[src/rtl/timer_pkg.sv]
// timer_pkg: shared definitions for the elapsed_timer slice.
//   timer_state_t  - FSM state encoding (IDLE, RUN, PAUSE, EXPIRED)
//   DIGIT_W        - width of one BCD digit
//   *_MAX          - roll-over value of each digit position
//   bcd_inc        - value a digit takes on the next edge given its enable
package timer_pkg;

    typedef enum logic [1:0] {
        ST_IDLE    = 2'd0,
        ST_RUN     = 2'd1,
        ST_PAUSE   = 2'd2,
        ST_EXPIRED = 2'd3
    } timer_state_t;

    localparam int DIGIT_W = 4;

    localparam logic [DIGIT_W-1:0] SEC_UNITS_MAX = 4'd9;
    localparam logic [DIGIT_W-1:0] SEC_TENS_MAX  = 4'd5;
    localparam logic [DIGIT_W-1:0] MIN_UNITS_MAX = 4'd9;
    localparam logic [DIGIT_W-1:0] MIN_TENS_MAX  = 4'd9;

    // Post-increment value of one digit; lets the top level see the count
    // the digits are about to load without waiting for the edge.
    function automatic logic [DIGIT_W-1:0] bcd_inc(
        input logic [DIGIT_W-1:0] q,
        input logic [DIGIT_W-1:0] max,
        input logic               en
    );
        logic [DIGIT_W-1:0] r;
        r = q;
        if (en) begin
            r = (q == max) ? '0 : q + 4'd1;
        end
        return r;
    endfunction

endpackage

[src/rtl/bcd_up_digit.sv]
// bcd_up_digit: one decade (or modulo MAX+1) BCD up-counter digit.
// Ports:
//   clock     - rising-edge clock
//   reset     - asynchronous active-low reset, q -> 0
//   enable    - count up by one this cycle (carry-in from the lower digit)
//   clear     - synchronous q -> 0 (highest priority after reset)
//   load_max  - synchronous q -> MAX (used to hold a saturated count)
//   q         - current digit value, 0..MAX
//   carry     - enable & (q == MAX): the digit rolls over on this edge
module bcd_up_digit
    import timer_pkg::*;
#(
    parameter logic [DIGIT_W-1:0] MAX = 4'd9
) (
    input  logic               clock,
    input  logic               reset,
    input  logic               enable,
    input  logic               clear,
    input  logic               load_max,
    output logic [DIGIT_W-1:0] q,
    output logic               carry
);

    always_ff @(posedge clock or negedge reset) begin
        if (!reset) begin
            q <= '0;
        end else if (clear) begin
            q <= '0;
        end else if (load_max) begin
            q <= MAX;
        end else if (enable) begin
            q <= (q == MAX) ? '0 : q + 4'd1;
        end
    end

    // Combinational carry so all four digits ripple within one cycle.
    assign carry = enable & (q == MAX);

endmodule

[src/rtl/elapsed_timer.sv]
// elapsed_timer: mm:ss BCD up-counter (00:00..99:59) with start/stop/clear
// control and a programmable target that ends a watering period.
// Ports:
//   clock, reset           - rising-edge clock, async active-low reset
//   tick                   - one-cycle count enable (nominally 1 Hz)
//   start, stop, clear     - control; priority clear > stop > start
//   target_min, target_sec - BCD target; 00:00 or any invalid digit = no limit
//   elapsed_min/sec        - BCD count
//   running                - state is RUN
//   done                   - one-cycle pulse when the count reaches target
//   expired                - state is EXPIRED
//   overflow               - one-cycle pulse on a tick at 99:59 in RUN
//   state_dbg              - registered FSM state, for observation
// Parameter SATURATE: 1 holds 99:59 on overflow, 0 wraps to 00:00.
module elapsed_timer
    import timer_pkg::*;
#(
    parameter bit SATURATE = 1'b1
) (
    input  logic         clock,
    input  logic         reset,
    input  logic         tick,
    input  logic         start,
    input  logic         stop,
    input  logic         clear,
    input  logic [7:0]   target_min,
    input  logic [7:0]   target_sec,
    output logic [7:0]   elapsed_min,
    output logic [7:0]   elapsed_sec,
    output logic         running,
    output logic         done,
    output logic         expired,
    output logic         overflow,
    output timer_state_t state_dbg
);

    timer_state_t state_q, state_d;

    logic [DIGIT_W-1:0] su_q, st_q, mu_q, mt_q;
    logic               su_c, st_c, mu_c, mt_c;
    logic               inc, full, sat_hold, cnt_en;
    logic [DIGIT_W-1:0] su_n, st_n, mu_n, mt_n;
    logic               target_ok, match;
    logic               done_q, overflow_q;

    // A tick only counts in RUN; stop or clear in the same cycle wins.
    assign inc      = (state_q == ST_RUN) && tick && !stop && !clear;
    assign full     = (su_q == SEC_UNITS_MAX) && (st_q == SEC_TENS_MAX) &&
                      (mu_q == MIN_UNITS_MAX) && (mt_q == MIN_TENS_MAX);
    assign sat_hold = inc && full && SATURATE;
    assign cnt_en   = inc && !sat_hold;

    bcd_up_digit #(.MAX(SEC_UNITS_MAX)) u_sec_units (
        .clock(clock), .reset(reset), .enable(cnt_en), .clear(clear),
        .load_max(sat_hold), .q(su_q), .carry(su_c)
    );
    bcd_up_digit #(.MAX(SEC_TENS_MAX)) u_sec_tens (
        .clock(clock), .reset(reset), .enable(su_c), .clear(clear),
        .load_max(sat_hold), .q(st_q), .carry(st_c)
    );
    bcd_up_digit #(.MAX(MIN_UNITS_MAX)) u_min_units (
        .clock(clock), .reset(reset), .enable(st_c), .clear(clear),
        .load_max(sat_hold), .q(mu_q), .carry(mu_c)
    );
    bcd_up_digit #(.MAX(MIN_TENS_MAX)) u_min_tens (
        .clock(clock), .reset(reset), .enable(mu_c), .clear(clear),
        .load_max(sat_hold), .q(mt_q), .carry(mt_c)
    );

    // Value the digits will hold after this edge; the target is compared
    // against it so done lines up with the tick that reaches the target.
    assign su_n = bcd_inc(su_q, SEC_UNITS_MAX, cnt_en);
    assign st_n = bcd_inc(st_q, SEC_TENS_MAX,  su_c);
    assign mu_n = bcd_inc(mu_q, MIN_UNITS_MAX, st_c);
    assign mt_n = bcd_inc(mt_q, MIN_TENS_MAX,  mu_c);

    // 00:00 means "no limit"; malformed BCD can never be reached.
    assign target_ok = (target_min[7:4] <= MIN_TENS_MAX)  &&
                       (target_min[3:0] <= MIN_UNITS_MAX) &&
                       (target_sec[7:4] <= SEC_TENS_MAX)  &&
                       (target_sec[3:0] <= SEC_UNITS_MAX) &&
                       ({target_min, target_sec} != 16'h0000);

    // Only a real increment can match, so a target lowered below the
    // current count (or a held saturated count) never fires.
    assign match = cnt_en && target_ok &&
                   ({mt_n, mu_n, st_n, su_n} == {target_min, target_sec});

    always_comb begin
        state_d = state_q;
        if (clear) begin
            state_d = ST_IDLE;
        end else begin
            case (state_q)
                ST_IDLE, ST_PAUSE: begin
                    if (!stop && start) state_d = ST_RUN;
                end
                ST_RUN: begin
                    if (stop)       state_d = ST_PAUSE;
                    else if (match) state_d = ST_EXPIRED;
                end
                ST_EXPIRED: state_d = ST_EXPIRED;
                default:    state_d = ST_IDLE;
            endcase
        end
    end

    always_ff @(posedge clock or negedge reset) begin
        if (!reset) begin
            state_q    <= ST_IDLE;
            done_q     <= 1'b0;
            overflow_q <= 1'b0;
        end else begin
            state_q    <= state_d;
            done_q     <= match;
            // Wrap shows up as a carry out of the top digit; saturation
            // suppresses the carry, so it is flagged separately.
            overflow_q <= inc && (mt_c || sat_hold);
        end
    end

    assign elapsed_min = {mt_q, mu_q};
    assign elapsed_sec = {st_q, su_q};
    assign running     = (state_q == ST_RUN);
    assign expired     = (state_q == ST_EXPIRED);
    assign done        = done_q;
    assign overflow    = overflow_q;
    assign state_dbg   = state_q;

endmodule

[config.mk]
export PLATFORM = sky130hd
export DESIGN_NAME = elapsed_timer
export DESIGN_NICKNAME = d
export VERILOG_FILES = /design/src/rtl/timer_pkg.sv /design/src/rtl/bcd_up_digit.sv /design/src/rtl/elapsed_timer.sv
export SDC_FILE = /design/constraint.sdc
export NUM_CORES = 1
export LEC_CHECK = 0
export BUFFER_PORTS_ARGS = -buffer_cell sky130_fd_sc_hd__buf_4
export CORE_ASPECT_RATIO = 0.9
export CORE_UTILIZATION = 35
export DETAILED_ROUTE_END_ITERATION = 16
export SYNTH_ARGS = -nofsm -noshare
export SYNTH_HDL_FRONTEND = slang
export SYNTH_SLANG_ARGS = --single-unit
[constraint.sdc]
create_clock -name clock -period 2.4 [get_ports clock]
set_input_delay 0.24 -clock clock [delete_from_list [all_inputs] [get_ports clock]]
set_output_delay 0.24 -clock clock [all_outputs]
set_load 0.01 [all_outputs]
==> out/results.tsv <==
metric	value	unit
diodes	0	
fmax	400	MHz
finalNetCount	345	
slew_viol_final	0	
die_h	71.9	microns
drtIter0Drc	182	
drv_cap	0	
regArea	504	sq um
synth_area_leaders	dfrtp_1, a21oi_1, ha_1, nor2_1, mux2i_1	
hold_ws	240	ps
drc	0	
leakage	1.34	nW
numClockSinks	20	
place_hpwl	5.08	mm
post-place-ws	-78.0	ps
clockRootBuffer	clkbuf_8	
max_slew_margin	72.1	%
violations	negative setup slack	
cts_tree	built	
hold_viol	0	
rr_worst_depth	10	
rows	25	
via_per_inst	5.52	
coreArea	0.00526	sq mm
worst_pin_slew	413	ps
synthArstFlopShare	100	%
wirelength	6.29	mm
first_pass_iters	4	
synth_enable_flop_cells	0	
ys_warn_count	0	
grt_pass1_wl	10.2	mm
synth_flop_cell	dfrtp_1	
clk_latency	270	ps
ir_worst_vdd	0.000165	V
setup_viol	2	
cts_inserted_buffers	3	
rsz0062_at_grt	true	
setup_tns	-112	ps
grt_max_degree	21	
syn_area	0.00190	sq mm
wl_met3	442	microns
die_area	0.00573	sq mm
vias	2104	
synthDistinctLibCells	56	
min_from	start	
multi_input_area	0.00138	sq mm
dieWidth	79.7	microns
period_share	104	%
port_buffers	43	
hold_path.class	input pin to flip-flop	
synth.ff_latch_count	20	
synth_top_cell_by_area	dfrtp_1	
postLayoutCoreUtil	53.5	%
overflow	0	
clockBufferDepth	2	
min_period	2500	ps
seq_area_frac_synth	26.3	%
netlist_instances	222	
first_global_vias	2045	
status	complete, but fails checks	
cp.arrival	2690	ps
clk_pin_slew_worst_paths	80	ps
syn_nets	252	
syn_avg_cell_area	8.57	sq um
crit_start	u_sec_units.q[1]	
io_pins	44	
wl_per_cell	16.5	microns
wl_met2	2.80	mm
antenna_found_initial	0	
fin_ws	-97.5	ps
start_util	36.2	%
timing.rr.start	u_sec_units.q[1]	
fin_skew	3.82	ps
globalRouteTotalUtil	23.5	%
start_kind	flip-flop	
fillCellCount	515	
area_growth	47.9	%
worstSetupPathType	flip-flop to flip-flop	
drive_above_1_share	39.5	%
final_cells	381	
h-tree-depth	1	
end_kind	flip-flop	
hold_depth	3	
place_congestion	0.956	
power_density	292	mW/mm^2
worstPathMaxFanout	4	
top_layer_used	met4	
synth_top_area_share	26.3	%
crit_required	2590	ps
antenna_left	0	
dp_cells	372	
wl_met1	2.94	mm
-- placed cells by master, fill, tap and decap left out, types with 4 or more instances in the layout --
cell,netlist,layout
a211oi_1,7,7
a21oi_1,20,20
a311oi_1,4,4
buf_4,1,91
dfrtp_1,20,17
ha_1,8,6
inv_1,11,9
mux2i_1,7,6
nand2_1,14,14
nand3_1,8,7
nor2_1,24,24
nor2b_1,4,4
nor3_1,4,4
nor4_1,5,5
o21ai_0,12,12
xnor2_1,6,6
xor2_1,6,6
-- kinds of logic after synthesis --
kind of cell    Yosys count  synth area share [%]
simple gates             96                  34.3
compound gates           61                  20.9
flops                    20                  26.3
buf+inv                  18                  4.01
xor+xnor                 12                  5.53
fa+ha+maj                 8                  5.26
mux                       7                  3.68
-- worst max-delay path, cell delays in order, from the launching register on --
cell and delay (ps):
dfrtp_1 390, inv_2 80, ha_4 150, and3b_2 250, nand3_4 100, or3_4 410
xor2_1 150, a211o_1 300, nor4_4 310, a311oi_1 120, nor3_1 150
-- worst paths after layout --
kind	end	slack (ps)
min in group asynchronous	u_min_tens.q[0]	390
worst min register to register	u_min_tens.q[1]	650
worst max register to register	state_dbg[1]	-100
worst max-delay path	state_dbg[1]	-100
max in group asynchronous	u_sec_units.q[0]	1770
worst min-delay path	state_dbg[0]	240
-- through the flow --
stage	total power, mW	instance area (sq um)
finish	0.822	2810
global route	0.852	2810
CTS	0.828	2790
detailed placement	0.468	2660
global placement	0.468	2660
floorplan	0.394	1940
-- per-layer routing --
layer / vias to the layer above / track usage (%)
li1: 1027 / -
met1: 980 / 33.2
met2: 84 / 38.1
met3: 13 / 3.02
met4: 0 / 5.66
met5: - / 0
-- power breakdown --
group          internal, mW  switching [mW]
clock                 0.223           0.136
combinational        0.0562          0.0669
sequential            0.338         0.00216
-- cell usage after synthesis, types with 3 or more instances --
cell / count
a31oi_1: 3
inv_1: 11
nand2_1: 14
or3_1: 3
nand4_1: 3
nor2b_1: 4
nand3b_1: 3
nor4_1: 5
xor2_1: 6
a211oi_1: 7
ha_1: 8
dfrtp_1: 20
and3b_1: 3
buf_2: 3
a311oi_1: 4
mux2i_1: 7
xnor2_1: 6
nand3b_4: 3
nor3_1: 4
nand3_1: 8
o21ai_0: 12
a21oi_1: 20
nor2_1: 24
-- state kept, by name (all words and copies together), names as in the netlist --
register / count
state_dbg: 2
u_min_tens.q: 4
u_sec_tens.q: 4
done: 1
u_sec_units.q: 4
overflow: 1
u_min_units.q: 4
-- what timing repair did --
| item | CTS | global route |
|---|---|---|
| pin swaps | 2 | 3 |
| endpoints found under the hold margin | 20 | 0 |
| setup endpoints to repair | 2 | 2 |
| setup buffers | 3 | 1 |
| hold buffers | 1 | 0 |
| resized for setup | 2 | 3 |
-- final cells by class --
class,count,share of cell area [%]
multi-input cells,184,49.2
repair buffers,94,25.8
flip-flops and latches,20,17.9
well taps,67,2.98
inverters,12,1.65
clock buffers,3,1.47
clock inverters,1,1.07
Power figures use the tool's default switching activity.
